==> src/rtl/delay_pipeline_pkg.sv <==
// Shared helpers for the delay_pipeline block.
// Holds the occupancy-counter width rule so ports and internals agree on it.
package delay_pipeline_pkg;

   // A counter that must reach CYCLES needs $clog2(CYCLES+1) bits.
   // It is never narrower than 1 bit, so a port still exists when CYCLES <= 1.
   function automatic int count_width(input int cycles);
      return (cycles <= 1) ? 1 : $clog2(cycles + 1);
   endfunction

endpackage

==> src/rtl/delay_stage.sv <==
// One pipeline register: a data word with its valid tag in the top bit.
// Synchronous active-low reset and synchronous clear both load RESET_VALUE; en gates the load.
module delay_stage #(
   parameter int               WIDTH       = 9,
   parameter logic [WIDTH-1:0] RESET_VALUE = '0
) (
   input  logic             clk,
   input  logic             rst,
   input  logic             i_en,
   input  logic             i_clear,
   input  logic [WIDTH-1:0] i_d,
   output logic [WIDTH-1:0] o_q
);

   logic [WIDTH-1:0] r_q;

   // NOTE: registered state is written with <= so that every stage samples its
   // neighbour's pre-edge value and the chain shifts instead of collapsing.
   always_ff @(posedge clk) begin
      if (!rst || i_clear) begin
         r_q <= RESET_VALUE;
      end else if (i_en) begin
         r_q <= i_d;
      end
   end

   assign o_q = r_q;

endmodule

==> src/rtl/delay_pipeline.sv <==
// CYCLES-deep delay line with stall, valid tagging, synchronous flush and an occupancy count.
// CYCLES == 0 degenerates to a combinational wire with a constant-zero count.
module delay_pipeline
   import delay_pipeline_pkg::*;
#(
   parameter int               WIDTH       = 8,
   parameter int               CYCLES      = 4,
   parameter logic [WIDTH-1:0] RESET_VALUE = '0
) (
   input  logic                            clk,
   input  logic                            rst,
   input  logic                            en,
   input  logic                            flush,
   input  logic [WIDTH-1:0]                in,
   input  logic                            valid_in,
   output logic [WIDTH-1:0]                out,
   output logic                            valid_out,
   output logic [count_width(CYCLES)-1:0]  count
);

   localparam int CW = count_width(CYCLES);

   generate
      if (CYCLES == 0) begin : g_bypass
         assign out       = in;
         assign valid_out = valid_in;
         assign count     = '0;
      end else begin : g_pipe
         logic [WIDTH:0]  w_stage_q [CYCLES];
         logic [CW-1:0]   r_count;
         logic [CW-1:0]   w_count_next;

         for (genvar k = 0; k < CYCLES; k++) begin : g_stage
            logic [WIDTH:0] w_d;

            if (k == 0) begin : g_first
               assign w_d = {valid_in, in};
            end else begin : g_next
               assign w_d = w_stage_q[k-1];
            end

            delay_stage #(
               .WIDTH       (WIDTH + 1),
               .RESET_VALUE ({1'b0, RESET_VALUE})
            ) u_stage (
               .clk     (clk),
               .rst     (rst),
               .i_en    (en),
               .i_clear (flush),
               .i_d     (w_d),
               .o_q     (w_stage_q[k])
            );
         end

         // Incremental occupancy: one word enters and the last one leaves per shift.
         assign w_count_next = r_count + CW'(valid_in) - CW'(valid_out);

         always_ff @(posedge clk) begin
            if (!rst || flush) begin
               r_count <= '0;
            end else if (en) begin
               r_count <= w_count_next;
            end
         end

         assign out       = w_stage_q[CYCLES-1][WIDTH-1:0];
         assign valid_out = w_stage_q[CYCLES-1][WIDTH];
         assign count     = r_count;
      end
   endgenerate

endmodule

==> config.mk <==
export PLATFORM = sky130hd
export DESIGN_NAME = delay_pipeline
export DESIGN_NICKNAME = d
export VERILOG_FILES = /design/src/rtl/delay_pipeline_pkg.sv /design/src/rtl/delay_stage.sv /design/src/rtl/delay_pipeline.sv
export SDC_FILE = /design/constraint.sdc
export NUM_CORES = 1
export LEC_CHECK = 0
export CORE_UTILIZATION = 40
export CTS_BUF_LIST = sky130_fd_sc_hd__clkbuf_8 sky130_fd_sc_hd__clkbuf_16
export CTS_CLUSTER_DIAMETER = 60
export DETAILED_ROUTE_END_ITERATION = 6
export GPL_TIMING_DRIVEN = 0
export PLACE_DENSITY = 0.62
export SYNTH_ARGS = -nofsm -noshare
export SYNTH_HDL_FRONTEND = slang
export SYNTH_SLANG_ARGS = --single-unit
==> constraint.sdc <==
create_clock -name clk -period 4.8 [get_ports clk]
set_input_delay 0.96 -clock clk [delete_from_list [all_inputs] [get_ports clk]]
set_output_delay 0.96 -clock clk [all_outputs]
set_load 0.01 [all_outputs]
After elaboration in Yosys (flattened, before gate mapping)
Cells that the tools add are included.
Widths: inputs -> output; s select.
{ "word_totals": {"wordCells": 9, "rom_bits": 0, "mem_count": 0, "ramBits": 0, "inputBits": 13, "reg_bits": 39, "latchBits": 0} }
{ "classes": {"n_lt_le_gt_ge": 0, "shifts": 0, "mul": 0, "add_sub_neg": 2, "eq_ne": 0, "n_reduce_logical": 2, "bitwise_logic": 0, "muxes": 0, "n_div": 0} }
{ "op_table": {"columns": ["cell", "n"], "rows": [
  ["$add 3x1->3", 1],
  ["$sub 3x1->3", 1],
  ["$logic_not 1->1", 1],
  ["$logic_or 1x1->1", 1]
]} }

Logic depth before layout (Yosys ltp)
{ "logic_depth": {"depth_word": 2, "mapped_depth": 9, "mapped_depth_nobuf": 9} }

By module
From an unflattened synthesis, not the netlist that was laid out.
{ "hier_totals": {"cells_unflattened": 139, "hier_area_um2": 1486.4} }
{ "modules_own_cells": {"columns": ["mod", "seq_area_each_um2", "instances", "area_each_um2", "cells_each"], "rows": [
  ["delay_stage", 180.2, 4, 326.6, 30],
  ["delay_pipeline", 60.1, 1, 180.2, 19]
]} }

Worst setup path after synthesis
Ideal clock, no wire load.
{ "synth_path": {"kind": "input -> register", "startpoint": "in valid_in", "endpoint": "reg g_pipe.r_count[2] (netlist: count[2])", "setup_time_ns": 0.059, "t_required_ns": 4.741, "slack_ns": 2.768, "path_stages": 6, "path_buffers": 0, "arrival_time_ns": 1.974, "path_cell_list": "ha_1 > inv_1 > fa_1 > xor2_1 > a211oi_1 > a31o_1"} }
{ "synth_between": {"elab_chain_cells": 2} }
{ "synth_lines": {"columns": ["item", "line_no", "source"], "rows": [
  ["start, declared", "delay_pipeline.sv:15", "input logic valid_in,"],
  ["$add 3x1->3", "delay_pipeline.sv:56", "assign w_count_next = r_count + CW'(valid_in) - CW'(valid_out);"],
  ["$sub 3x1->3", "delay_pipeline.sv:56", null],
  ["end signal, assigned", "delay_pipeline.sv:62", "r_count <= w_count_next;"],
  ["end, declared", "delay_pipeline.sv:30", "logic [CW-1:0] r_count;"]
]} }
Every way passes these cells.
A chain may end at the register's enable or synchronous reset.

Worst setup path in the final report
Same ends and word-level chain as after synthesis.

==> metrics <==
DRT iter0 DRCs 30; DRC 0; reg2reg end count[2]$_SDFFE_PP0P_; Main synth FF type dfxtp_1; clock share of power 38.0%; TritonCTS Buffers 5; Final setup viols 0; count of clock tree sinks 39; dpl cells 207; Die ar. 0.00410 mm2; Post-Layout Cell Count 215; slowest CP cell clkdlybuf4s50_1; Critical Path, Cell by Cell clkdlybuf4s50_1, ha_1, inv_1, fa_1, xor2_1, a211oi_1, a31o_1; core box area 0.00366 mm2; Synth top area share 50.8%; initial antenna violation count 0; post-CTS resize count 0; root buf cell clkbuf_8; die height 64 um; Yosys reg bits 39; num ports 25; routed vias 994; Filler Cells Inserted 342; nets 182; worst rel slew slack 67.9%; # rows 22; CTS tree yes; total power 619 uW; unrepaired setup endpoints after global routing no; Pleak 0.000820 uW; R2R setup slack 2.95 ns; NetSw 132 uW; Top delay family on crit path buffers and inverters; Hold Path Depth 2; All-Layer GR Usage 15.3%; Critical path buffers and inverters 2; Min-Delay Path Class register to register; ANT nets after route 0; Ys Warns 0; Port Buffers 23; share of layout cells above drive strength 1 10.2%; Syn Area/Cell 11.3 um2; Total Neg Setup Slack 0 ns; total routed wirelength 2.58 mm; commonest cells in the netlist dfxtp_1 (39), nor2_1 (39), mux2i_1 (37); internal power 487 uW; VDD IR max 0.000192 V; Reg power frac 53.3%; area leader, netlist dfxtp_1; Post-synth ARST share 0%; Net Count, Synth 152; Worst Skew 0.00368 ns; Final Hold Viols 0; hold slack final 0.493 ns; DR WL/cell 12.0 um; CTS max path bufs 2; post-synthesis cell area 0.00154 mm2; Worst-Skew Late Latency 0.29 ns; Post CTS Setup Buffer Count 0; drt pass-1 iters 3; pwr dens 321 mW/mm2; Period minus WS final 2.30 ns; Synth cell types 14; Crit Path Max Fanout 2; Hold EP g_pipe.g_stage[0].u_stage.o_q[5]$_SDFFE_PP0P_; final core occ 52.7%; leading cell types by total area after synthesis dfxtp_1 (51%), mux2i_1 (24%), nor2_1 (9.5%), buf_12 (5.2%), buf_6 (2.9%); hold path startpoint g_pipe.g_stage[0].u_stage.o_q[5]$_SDFFE_PP0P_; critical path launch point type input pin; Initial Utilization 42.0%; number of H-tree levels 2; first-pass GRT wire length 4.64 mm; Synth-to-Final Area Change 25.4%; vias per cell 4.62; number of global-route vias before repair 1,005; hold buffers post-CTS 0; RePlAce Congestion 0.718; EDFF count, synth 0; FF-to-FF Start count[0]$_SDFFE_PP0P_; chip width 64 um; antenna fix cells 0; sequential share of the synthesized area 50.8%; Worst setup EP type register; status complete, no violations; largest net degree at the start of global routing 12; critical path arrival 2.54 ns; worst-margin pin slew 0.482 ns; GRT overflow 0; switching part of the total 21.3%; DP HPWL 1.84 mm; Maximum Capacitance Violations 0; f_max 0.434 GHz; Mapped Cells 136; critical path class input pin to register; cells on worst reg2reg path 9; largest stage delay on the critical path 0.50 ns; worst path required time 5.04 ns; combinational power share 8.7%; Slew Viols, Final 0; clk slew on worst S/H paths 0.07 ns; crit share post-route 48.0%
## how the worst max path moves through the flow
stage	slack (ns)	startpoint	cells after the start	endpoint
after floorplan	2.77	valid_in	6	count[2]$_SDFFE_PP0P_
after global placement	2.21	valid_in	7	count[2]$_SDFFE_PP0P_
after detailed placement	2.19	valid_in	7	count[2]$_SDFFE_PP0P_
after CTS	2.49	valid_in	7	count[2]$_SDFFE_PP0P_
after global routing	2.42	valid_in	7	count[2]$_SDFFE_PP0P_
final	2.50	valid_in	7	count[2]$_SDFFE_PP0P_
## stage by stage
stage / cell area [um2] / worst slack [ns]
5_1_grt: 1930 / 2.42
3_3_place_gp: 1830 / 2.21
2_1_floorplan: 1540 / 2.77
4_1_cts: 1930 / 2.49
3_5_place_dp: 1830 / 2.19
6_report: 1930 / 2.50
## placed cells by master (no fill, tap or decap)
| cell type | n |
|---|---|
| dfxtp_1 | 39 |
| clkbuf_8 | 7 |
| a211oi_1 | 1 |
| a31o_1 | 1 |
| ha_1 | 2 |
| clkbuf_1 | 1 |
| fa_1 | 1 |
| xor2_1 | 1 |
| nand2b_4 | 1 |
| inv_1 | 5 |
| mux2i_1 | 37 |
| nor2_1 | 39 |
| clkdlybuf4s50_1 | 23 |
| buf_12 | 4 |
| buf_6 | 4 |
| a211oi_2 | 1 |
## kinds of logic (layout without fill, tap and decap cells)
family,count (synthesis),after routing,synth area share [%]
AO/OA/AOI/OAI,3,3,1.87
XOR/XNOR,1,1,0.570
adder cells (fa/ha/maj),3,3,2.93
buffers and inverters,13,44,9.36
flip-flops,39,39,50.8
multiplexers,37,37,24.1
AND/OR/NAND/NOR,40,40,10.4
## registers in the layout, summed over array words and instances (netlist names)
| name | flops |
|---|---|
| count | 3 |
| g_pipe.g_stage.u_stage.o_q | 36 |
## worst register-to-register path, stage by stage (launching register included)
cell	delay (ns)
dfxtp_1	0.36
inv_1	0.06
ha_1	0.27
inv_1	0.06
ha_1	0.12
inv_1	0.04
fa_1	0.37
xor2_1	0.16
a211oi_1	0.24
a31o_1	0.12
## metal layers
layer / vias to the layer above / GRT usage [%] / share of wire (%)
met2: 23 / 24.6 / 44
met3: 6 / 6.43 / 5.5
met5: - / 0 / 0
li1: 506 / - / -
met4: 0 / 6.82 / 1.9
met1: 459 / 17.5 / 49
## power by group through the flow
stage                     combinational [uW]  sequential [uW]  clock, uW
after floorplan                         36.5              337          0
after global placement                  53.5              337          0
after detailed placement                54.6              337          0
after CTS                               54.8              330        243
after global routing                    58.2              330        259
final                                   53.7              330        235
## cell type report
cell class / instances / area [um2] / share of cell area (%)
Sequential cell: 39 / 781 / 40.5
Multi-Input combinational cell: 84 / 613 / 31.8
Timing Repair Buffer: 23 / 230 / 11.9
Buffer: 9 / 129 / 6.68
Clock buffer: 7 / 96.3 / 5.00
Tap cell: 48 / 60.1 / 3.11
Inverter: 4 / 15.0 / 0.779
Clock inverter: 1 / 3.75 / 0.195
Note: power is estimated with default switching activity, not from simulation.
